File: config.mk
export PLATFORM = sky130hd
export DESIGN_NAME = muldiv_unit
export DESIGN_NICKNAME = d
export VERILOG_FILES = /design/src/rtl/muldiv_unit.sv
export SDC_FILE = /design/constraint.sdc
export NUM_CORES = 1
export LEC_CHECK = 0
export ABC_AREA = 1
export ABC_CLOCK_PERIOD_IN_PS = 5700
export CORE_MARGIN = 5
export CORE_UTILIZATION = 56
export CTS_BUF_LIST = sky130_fd_sc_hd__clkbuf_4 sky130_fd_sc_hd__clkbuf_8 sky130_fd_sc_hd__clkbuf_16
export DETAILED_ROUTE_END_ITERATION = 10
export HOLD_SLACK_MARGIN = 0.12
export PLACE_DENSITY_LB_ADDON = 0.15
export SLEW_MARGIN = 40
export SYNTH_ARGS = -nofsm -noshare
export SYNTH_HDL_FRONTEND = slang
export SYNTH_SLANG_ARGS = --single-unit
File: constraint.sdc
create_clock -name clk -period 5.7 [get_ports clk]
set_clock_uncertainty 0.05 [all_clocks]
set_input_delay 0.57 -clock clk [delete_from_list [all_inputs] [get_ports clk]]
set_output_delay 0.57 -clock clk [all_outputs]
set_load 0.05 [all_outputs]
File: src/rtl/muldiv_unit.sv
// -----------------------------------------------------------------------------
// muldiv_unit
//
// Iterative RV32M multiply/divide unit. Accepts the two register-file operands,
// runs a 32-iteration shift-add multiply or restoring divide, and returns the
// result word together with the destination register index. `done` feeds the
// register-file write enable, `result` feeds its write data, and `busy` stalls
// the pipeline while an operation is in flight.
//
// Handshake: `start` is a request that is only looked at while the unit is
// idle (busy=0). The edge that samples start=1 in IDLE is the accept edge E0.
// `busy` is high from just after E0 until E33. `done` is a single-cycle pulse
// in the cycle between E33 and E34, with `result`/`rd_out` valid during that
// pulse and held until the edge that raises the next `done`. Requests seen
// while busy are dropped; nothing is queued.
//
// Ports:
//   clk        system clock, rising-edge active
//   reset      asynchronous, active-high reset
//   start      operation request
//   op         RV32M funct3 (MUL, MULH, MULHSU, MULHU, DIV, DIVU, REM, REMU)
//   a, b       rs1 / rs2 operands
//   rd_in      destination register index
//   busy       operation in flight
//   done       one-cycle completion pulse
//   result     operation result
//   rd_out     destination index of the completed operation
//   state_dbg  current FSM state (0 IDLE, 1 CALC, 2 DONE)
// -----------------------------------------------------------------------------
module muldiv_unit #(
  parameter int XLEN = 32
) (
  input  logic            clk,
  input  logic            reset,
  input  logic            start,
  input  logic [2:0]      op,
  input  logic [XLEN-1:0] a,
  input  logic [XLEN-1:0] b,
  input  logic [4:0]      rd_in,
  output logic            busy,
  output logic            done,
  output logic [XLEN-1:0] result,
  output logic [4:0]      rd_out,
  output logic [1:0]      state_dbg
);

  localparam logic [2:0] OP_MUL    = 3'b000;
  localparam logic [2:0] OP_MULH   = 3'b001;
  localparam logic [2:0] OP_MULHSU = 3'b010;
  localparam logic [2:0] OP_MULHU  = 3'b011;
  localparam logic [2:0] OP_DIV    = 3'b100;
  localparam logic [2:0] OP_DIVU   = 3'b101;
  localparam logic [2:0] OP_REM    = 3'b110;
  localparam logic [2:0] OP_REMU   = 3'b111;

  localparam logic [XLEN-1:0] MIN_NEG = {1'b1, {(XLEN-1){1'b0}}};

  typedef enum logic [1:0] {
    S_IDLE = 2'd0,
    S_CALC = 2'd1,
    S_DONE = 2'd2
  } state_t;

  state_t state, state_next;

  // Latched request and working registers.
  logic [5:0]      cnt;
  logic [2:0]      op_q;
  logic [XLEN-1:0] a_q;
  logic [4:0]      rd_q;
  logic [XLEN-1:0] opnd_q;     // multiplicand magnitude or divisor magnitude
  logic [XLEN-1:0] hi_q;       // product high half or partial remainder
  logic [XLEN-1:0] lo_q;       // multiplier / product low half, or dividend / quotient
  logic            neg_main_q; // sign of product or quotient
  logic            neg_rem_q;  // sign of remainder (follows the dividend)
  logic            div_zero_q;
  logic            div_ovf_q;

  // ---------------------------------------------------------------------------
  // Accept-time operand conditioning
  // ---------------------------------------------------------------------------
  logic            sign_a, sign_b, neg_a, neg_b;
  logic [XLEN-1:0] mag_a, mag_b;

  always_comb begin
    sign_a = (op == OP_MULH) || (op == OP_MULHSU) || (op == OP_DIV) || (op == OP_REM);
    sign_b = (op == OP_MULH) || (op == OP_DIV) || (op == OP_REM);
    neg_a  = sign_a && a[XLEN-1];
    neg_b  = sign_b && b[XLEN-1];
    mag_a  = neg_a ? -a : a;
    mag_b  = neg_b ? -b : b;
  end

  // ---------------------------------------------------------------------------
  // One iteration of either datapath
  // ---------------------------------------------------------------------------
  logic [XLEN:0]   mul_sum;
  logic [XLEN:0]   div_shift;
  logic [XLEN:0]   div_diff;
  logic            div_ge;
  logic [XLEN-1:0] hi_next, lo_next;

  always_comb begin
    // Shift-add: conditionally add the multiplicand into the high half, then
    // shift {carry, hi, lo} right by one so the next multiplier bit lands in lo[0].
    mul_sum = lo_q[0] ? ({1'b0, hi_q} + {1'b0, opnd_q}) : {1'b0, hi_q};

    // Restoring divide: bring in the next dividend bit and trial-subtract.
    // The shifted remainder never exceeds 2*divisor-1, so a clear borrow bit
    // means the subtraction succeeded and its low XLEN bits hold the result.
    div_shift = {hi_q, lo_q[XLEN-1]};
    div_diff  = div_shift - {1'b0, opnd_q};
    div_ge    = ~div_diff[XLEN];

    if (op_q[2]) begin
      hi_next = div_ge ? div_diff[XLEN-1:0] : div_shift[XLEN-1:0];
      lo_next = {lo_q[XLEN-2:0], div_ge};
    end else begin
      hi_next = mul_sum[XLEN:1];
      lo_next = {mul_sum[0], lo_q[XLEN-1:1]};
    end
  end

  // ---------------------------------------------------------------------------
  // Sign fix-up and result selection (used in DONE)
  // ---------------------------------------------------------------------------
  logic [2*XLEN-1:0] prod_mag, prod_fix;
  logic [XLEN-1:0]   quo_fix, rem_fix, fix_result;

  always_comb begin
    prod_mag = {hi_q, lo_q};
    prod_fix = neg_main_q ? -prod_mag : prod_mag;
    quo_fix  = neg_main_q ? -lo_q : lo_q;
    rem_fix  = neg_rem_q ? -hi_q : hi_q;

    fix_result = '0;
    case (op_q)
      OP_MUL:                       fix_result = prod_fix[XLEN-1:0];
      OP_MULH, OP_MULHSU, OP_MULHU: fix_result = prod_fix[2*XLEN-1:XLEN];
      OP_DIV, OP_DIVU: begin
        if (div_zero_q)     fix_result = '1;
        else if (div_ovf_q) fix_result = MIN_NEG;
        else                fix_result = quo_fix;
      end
      OP_REM, OP_REMU: begin
        if (div_zero_q)     fix_result = a_q;
        else if (div_ovf_q) fix_result = '0;
        else                fix_result = rem_fix;
      end
      default:              fix_result = '0;
    endcase
  end

  // ---------------------------------------------------------------------------
  // FSM: state register
  // ---------------------------------------------------------------------------
  always_ff @(posedge clk or posedge reset) begin
    if (reset) state <= S_IDLE;
    else       state <= state_next;
  end

  // FSM: next-state logic
  always_comb begin
    state_next = state;
    case (state)
      S_IDLE:  if (start) state_next = S_CALC;
      S_CALC:  if (cnt == 6'd31) state_next = S_DONE;  // 32nd iteration this cycle
      S_DONE:  state_next = S_IDLE;
      default: state_next = S_IDLE;
    endcase
  end

  // FSM: outputs decoded from state
  always_comb begin
    busy      = (state != S_IDLE);
    state_dbg = state;
  end

  // ---------------------------------------------------------------------------
  // Datapath registers
  // ---------------------------------------------------------------------------
  always_ff @(posedge clk or posedge reset) begin
    if (reset) begin
      cnt        <= '0;
      op_q       <= '0;
      a_q        <= '0;
      rd_q       <= '0;
      opnd_q     <= '0;
      hi_q       <= '0;
      lo_q       <= '0;
      neg_main_q <= 1'b0;
      neg_rem_q  <= 1'b0;
      div_zero_q <= 1'b0;
      div_ovf_q  <= 1'b0;
      done       <= 1'b0;
      result     <= '0;
      rd_out     <= '0;
    end else begin
      // done is high only in the cycle after DONE, i.e. between E33 and E34.
      done <= (state == S_DONE);
      case (state)
        S_IDLE: begin
          if (start) begin
            // Both datapaths start the same way: high half / remainder clear,
            // |a| in the low register, |b| as multiplicand or divisor.
            op_q       <= op;
            a_q        <= a;
            rd_q       <= rd_in;
            opnd_q     <= mag_b;
            hi_q       <= '0;
            lo_q       <= mag_a;
            neg_main_q <= neg_a ^ neg_b;
            neg_rem_q  <= neg_a;
            div_zero_q <= op[2] && (b == '0);
            div_ovf_q  <= op[2] && !op[0] && (a == MIN_NEG) && (b == '1);
            cnt        <= '0;
          end
        end
        S_CALC: begin
          hi_q <= hi_next;
          lo_q <= lo_next;
          cnt  <= cnt + 6'd1;
        end
        S_DONE: begin
          result <= fix_result;
          rd_out <= rd_q;
        end
        default: ;
      endcase
    end
  end

endmodule

Yosys cells after proc, flatten, opt, wreduce, memory -nomap -nowiden --
Index checks and enable logic that the tools add are counted.
Word-level totals: register bits 186, output and inout bits 41, word-level logic and storage cells 89
Operators by class: add/sub/neg operators 8, equality and inequality tests 18, muxes and demuxes 23, bitwise gates (word level) 2, reduce and logical (&&, ||, !) cells 23
Operators by type and width (count):
- $mux 32 | 13
- $neg 32->32 | 4
- $pmux 32 s2 | 2
- $pmux 32 s4 | 1
- $eq 32x32->1 const B | 2
- $mux 64 | 1
- $neg 64->64 | 1
- $add 32x32->33 | 1
- $mux 33 | 1
- $sub 33x32->33 | 1
- $logic_not 32->1 | 1
- $eq 3x3->1 const B | 6
- $pmux 6 s2 | 1
- $eq 3x2->1 const B | 3
- $add 6x1->6 const B | 1
- $eq 3x1->1 const B | 2
- $eq 6x5->1 const B | 1
- $logic_and 1x1->1 | 6
- $mux 6 | 1
- $reduce_and 2->1 | 3
- $logic_or 1x1->1 | 5
- $mux 2 | 2
- $ne 2x2->1 const B | 2
- $pmux 2 s2 | 1
- other kinds (10) | 12

Logic depth before layout (Yosys ltp) --
depth in word-level cells 8, mapped depth 19, gate-level depth less buffers 18

Worst setup path after synthesis --
OpenSTA, ideal clock, no wires.
path kind register -> register, from register lo_q[31], to register hi_q[17], arrival 2.175 ns, required time 5.533 ns, setup slack 3.358 ns, stages on the path, launching flop included 19, buffers on the path 1, clock period less this slack 2.342 ns, path through dfrtp_1 > inv_1 > ha_1 > fa_1 > inv_1 > nand2_1 > nand2_1 > nand3_1 > nand2_2 > nand2_1 > nand2_2 > nand2_2 > nand3_1 > nand2_4 > buf_6 > nand2_1 > nand3_1 > nand2_1 > nand2_1
Between the ends: cells in the longest elaborated chain, start to end 4
RTL lines:
- start: declaration | RTL line 73 | logic [XLEN-1:0] lo_q;
- start signal: assignment | RTL line 211 | lo_q <= mag_a;
- start signal: assignment | RTL line 221 | lo_q <= lo_next;
- $sub 33x32->33 | RTL line 112 | div_diff = div_shift - {1'b0, opnd_q};
- $mux 32 | RTL line 116 | hi_next = div_ge ? div_diff[XLEN-1:0] : div_shift[XLEN-1:0];
- $mux 32 | RTL line 115 | if (op_q[2]) begin
- $pmux 32 s2 | RTL line 201 | case (state)
- end signal: assignment | RTL line 220 | hi_q <= hi_next;
- end: declaration | RTL line 72 | logic [XLEN-1:0] hi_q;
No other way between the ends. A chain may end at the register's enable or synchronous reset.

Worst setup path in the final report --
from register op_q[2], to register result[18]
Between the ends: cells in the longest elaborated chain, start to end 3
RTL lines:
- start: declaration | RTL line 68 | logic [2:0] op_q;
- start signal: assignment | RTL line 206 | op_q <= op;
- $eq 3x1->1 (tied with other cells) | RTL line 137 | case (op_q)
- $reduce_or 3->1 / $reduce_or 2->1 (equally long branches) | RTL line 137
- $pmux 32 s4 (*) | RTL line 137
- end signal: assignment | RTL line 225 | result <= fix_result;
- end: declaration | RTL line 42 | output logic [XLEN-1:0] result,
Every way passes the cells marked *; elsewhere a longest branch is shown, timed or not.

==> results.cfg <==
[grt]
grt.overflow.total = 0
grt_pass1_vias = 22000
grt_use_total = 0.406
grt_start_max_net_pins = 124
antenna_found_initial = 3
grt_pass1_wl_um = 125000

[floorplan]
rows = 68
initial_core_util = 0.569
ios = 116
dieWidth_um = 198
core_area_um2 = 34700
die_h_um = 198
dieArea_um2 = 39100

[placement]
post-place-ws_ps = 2290
hpwl_um = 61700
portBuffers = 115
place.gp.congestion = 1.08

[synth]
syn_inst = 3521
ys_top_cells_by_area = nand2_1 (26%), dfrtp_1 (24%), inv_1 (9.2%), nand3_1 (7.7%), nor2_1 (5.9%)
synth-async-reset-ratio = 1.00
ys_types = 53
synth_edf_count = 0
netlist.area_leader.share = 0.259
yosys_warnings = 0
ys_dominant_reg_cell = dfrtp_1
synth_area_um2 = 19700
syn_avg_cell_area_um2 = 5.61
ys_seq_area_frac = 0.236
ys_seq_elements = 186
synth_commonest_cells = nand2_1 (1363), inv_1 (485), nor2_1 (310)
synth_nets = 3668
synth.most_common_cell = nand2_1
synth_top_cell_by_area = nand2_1

[timing]
slew_violations = 0
finalCriticalPeriod_ps = 3570
rsz0062_at_grt = no
setup_viol = 0
fin_crit_sh = 0.627
tightest_slew_ps = 844
max_freq_ghz = 0.280
finalSetupTns_ps = 0
hold_violations = 0
relSlewSlack = 0.437
finalWorstSetupSlack_ps = 2130

[critical_path]
crit_start = op_q[2]
r2r-start = op_q[2]
cp-end-kind = flop
start_kind = flop
r2r-end = result[18]
r2r_setup_slack_ps = 2130
critical_path_required_ps = 6020
cp_data_arrival_time_ps = 3890
crit_type = reg2reg
crit_fanout = 34
cp-endpoint = result[18]
rr_worst_depth = 13

[drt]
routed_wl_um = 80600
initialDrtViolationCount = 3080
drt_first_pass_iters = 7
ant_nets = 0
viasPerCell = 5.91
wl_per_cell_um = 20.0
post-route-drc-count = 0
vias = 23800

[min_path]
hold_depth = 2
hold_class = reg2reg

[pwr]
p_switching_mw = 9.46
p_clk_frac = 0.083
combPwrFrac = 0.720
power.leakage_nw = 11.4
p_int_mw = 6.11
p_total_mw = 15.6
swShare = 0.607
irDropWorstVdd_mv = 0.347
pwr-share-seq = 0.198
powerDensity_nw_per_um2 = 717

[final_layout]
finalNetCount = 3698
area_growth_pct = 10.1
drive_above_1_share = 0.0320
antenna_cells = 0
final_core_util = 0.626

[clock_network]
clk_latency_ps = 480
ctsHoldBuffers = 0
clk_pin_slew_ps = 90
ctsHtreeMaxLevel = 4
cts_root_buffer = clkbuf_16
clk_path_buf_depth = 2
cts_resized = 0
cts_tree = done
post-cts-setup-buffer-count = 0
cts_buffers = 17
cts_sinks = 186

[outcome]
status = complete, no violations

[flow_run]
drv_cap = 0
==> worst max-delay path: stages, from the launching register on <==
cell	delay (ps)
dfrtp_2	410
inv_2	50
buf_4	430
o21ai_2	150
inv_2	480
nor2_4	190
inv_1	130
nand2_2	290
inv_1	650
o21ai_0	280
a21oi_1	180
nand2_1	70
nand2_1	60
nand2_1	50
==> kinds of logic after synthesis <==
family	count (synthesis)	synth area share
compound gates	460	0.124
xor+xnor	72	0.0319
fa+ha+maj	72	0.0464
buf+inv	618	0.122
flops	186	0.236
simple gates	2113	0.441
==> flip-flops by register name, indices dropped and copies added, names as in the netlist, 2 cells and up <==
register / flops
a_q: 32
cnt: 6
hi_q: 32
lo_q: 32
op_q: 3
opnd_q: 32
rd_out: 5
rd_q: 5
result: 32
state_dbg: 2
==> power by group through the flow <==
stage | sequential [mW] | clock [mW] | combinational, mW
final | 3.08 | 1.29 | 11.2
after global routing | 3.09 | 1.33 | 12.3
after CTS | 2.98 | 1.29 | 10.8
after detailed placement | 3.01 | 0 | 10.8
after global placement | 2.98 | 0 | 10.5
after floorplan | 2.80 | 0 | 7.80
==> layer usage <==
metal  GRT usage  up-vias  share of wire
li1            -    11100              -
met1       0.589    10800           0.41
met2       0.570     1632           0.40
met3       0.131      214           0.16
met4       0.128        6          0.033
met5      0.0272        -         0.0021
==> how the worst min path moves through the flow <==
stage / start / slack, ps / endpoint
after global routing: result[26] / 450 / result[26]
after floorplan: rd_q[0] / 390 / rd_out[0]
after detailed placement: result[28] / 410 / result[28]
after CTS: result[28] / 430 / result[28]
after global placement: rd_q[3] / 400 / rd_out[3]
final: result[28] / 430 / result[28]
==> cell type report <==
cell class              instances  area (µm²)
flip-flops and latches        186        4660
clock inverters                14         171
well taps                     455         569
multi-input cells            2717       12700
fillers                      3374       13000
repair buffers                136        1320
inverters                     493        1870
clock buffers                  18         433
==> cell usage in the layout, fill, tap and decap left out, types with 3 or more instances in the layout <==
cell type / Yosys / layout
a21o_1: 4 / 4
or2_2: 8 / 8
a21oi_1: 177 / 177
inv_2: 5 / 6
nand3_2: 4 / 4
nand3_1: 302 / 302
clkbuf_16: 0 / 17
inv_1: 485 / 482
nor3_2: 3 / 3
xor2_1: 59 / 59
nor3_1: 28 / 28
ha_1: 70 / 70
buf_4: 2 / 19
nor4_1: 5 / 5
o21ai_0: 230 / 230
nor2_4: 5 / 7
a22oi_1: 10 / 10
nand2_4: 2 / 3
inv_6: 0 / 3
clkdlybuf4s50_1: 0 / 115
clkinv_2: 1 / 3
inv_8: 0 / 5
nand2_1: 1363 / 1362
dfrtp_1: 186 / 184
o21bai_1: 5 / 5
nand2_2: 9 / 9
nor2_2: 12 / 11
clkinv_4: 0 / 3
and2_1: 7 / 7
o211ai_1: 9 / 9
o21ai_2: 3 / 3
nand3b_1: 12 / 12
nor2_1: 310 / 309
nand4_1: 41 / 41
xnor2_1: 13 / 13
==> stage by stage <==
step	cell area [µm²]	hold WS, ps	instances
5_1_grt	21700	455	4019
3_5_place_dp	21100	414	3987
4_1_cts	21700	433	4019
2_1_floorplan	19700	392	3521
3_3_place_gp	21100	401	3986
6_report	21700	429	4019
(Power assumes the default switching activity.)
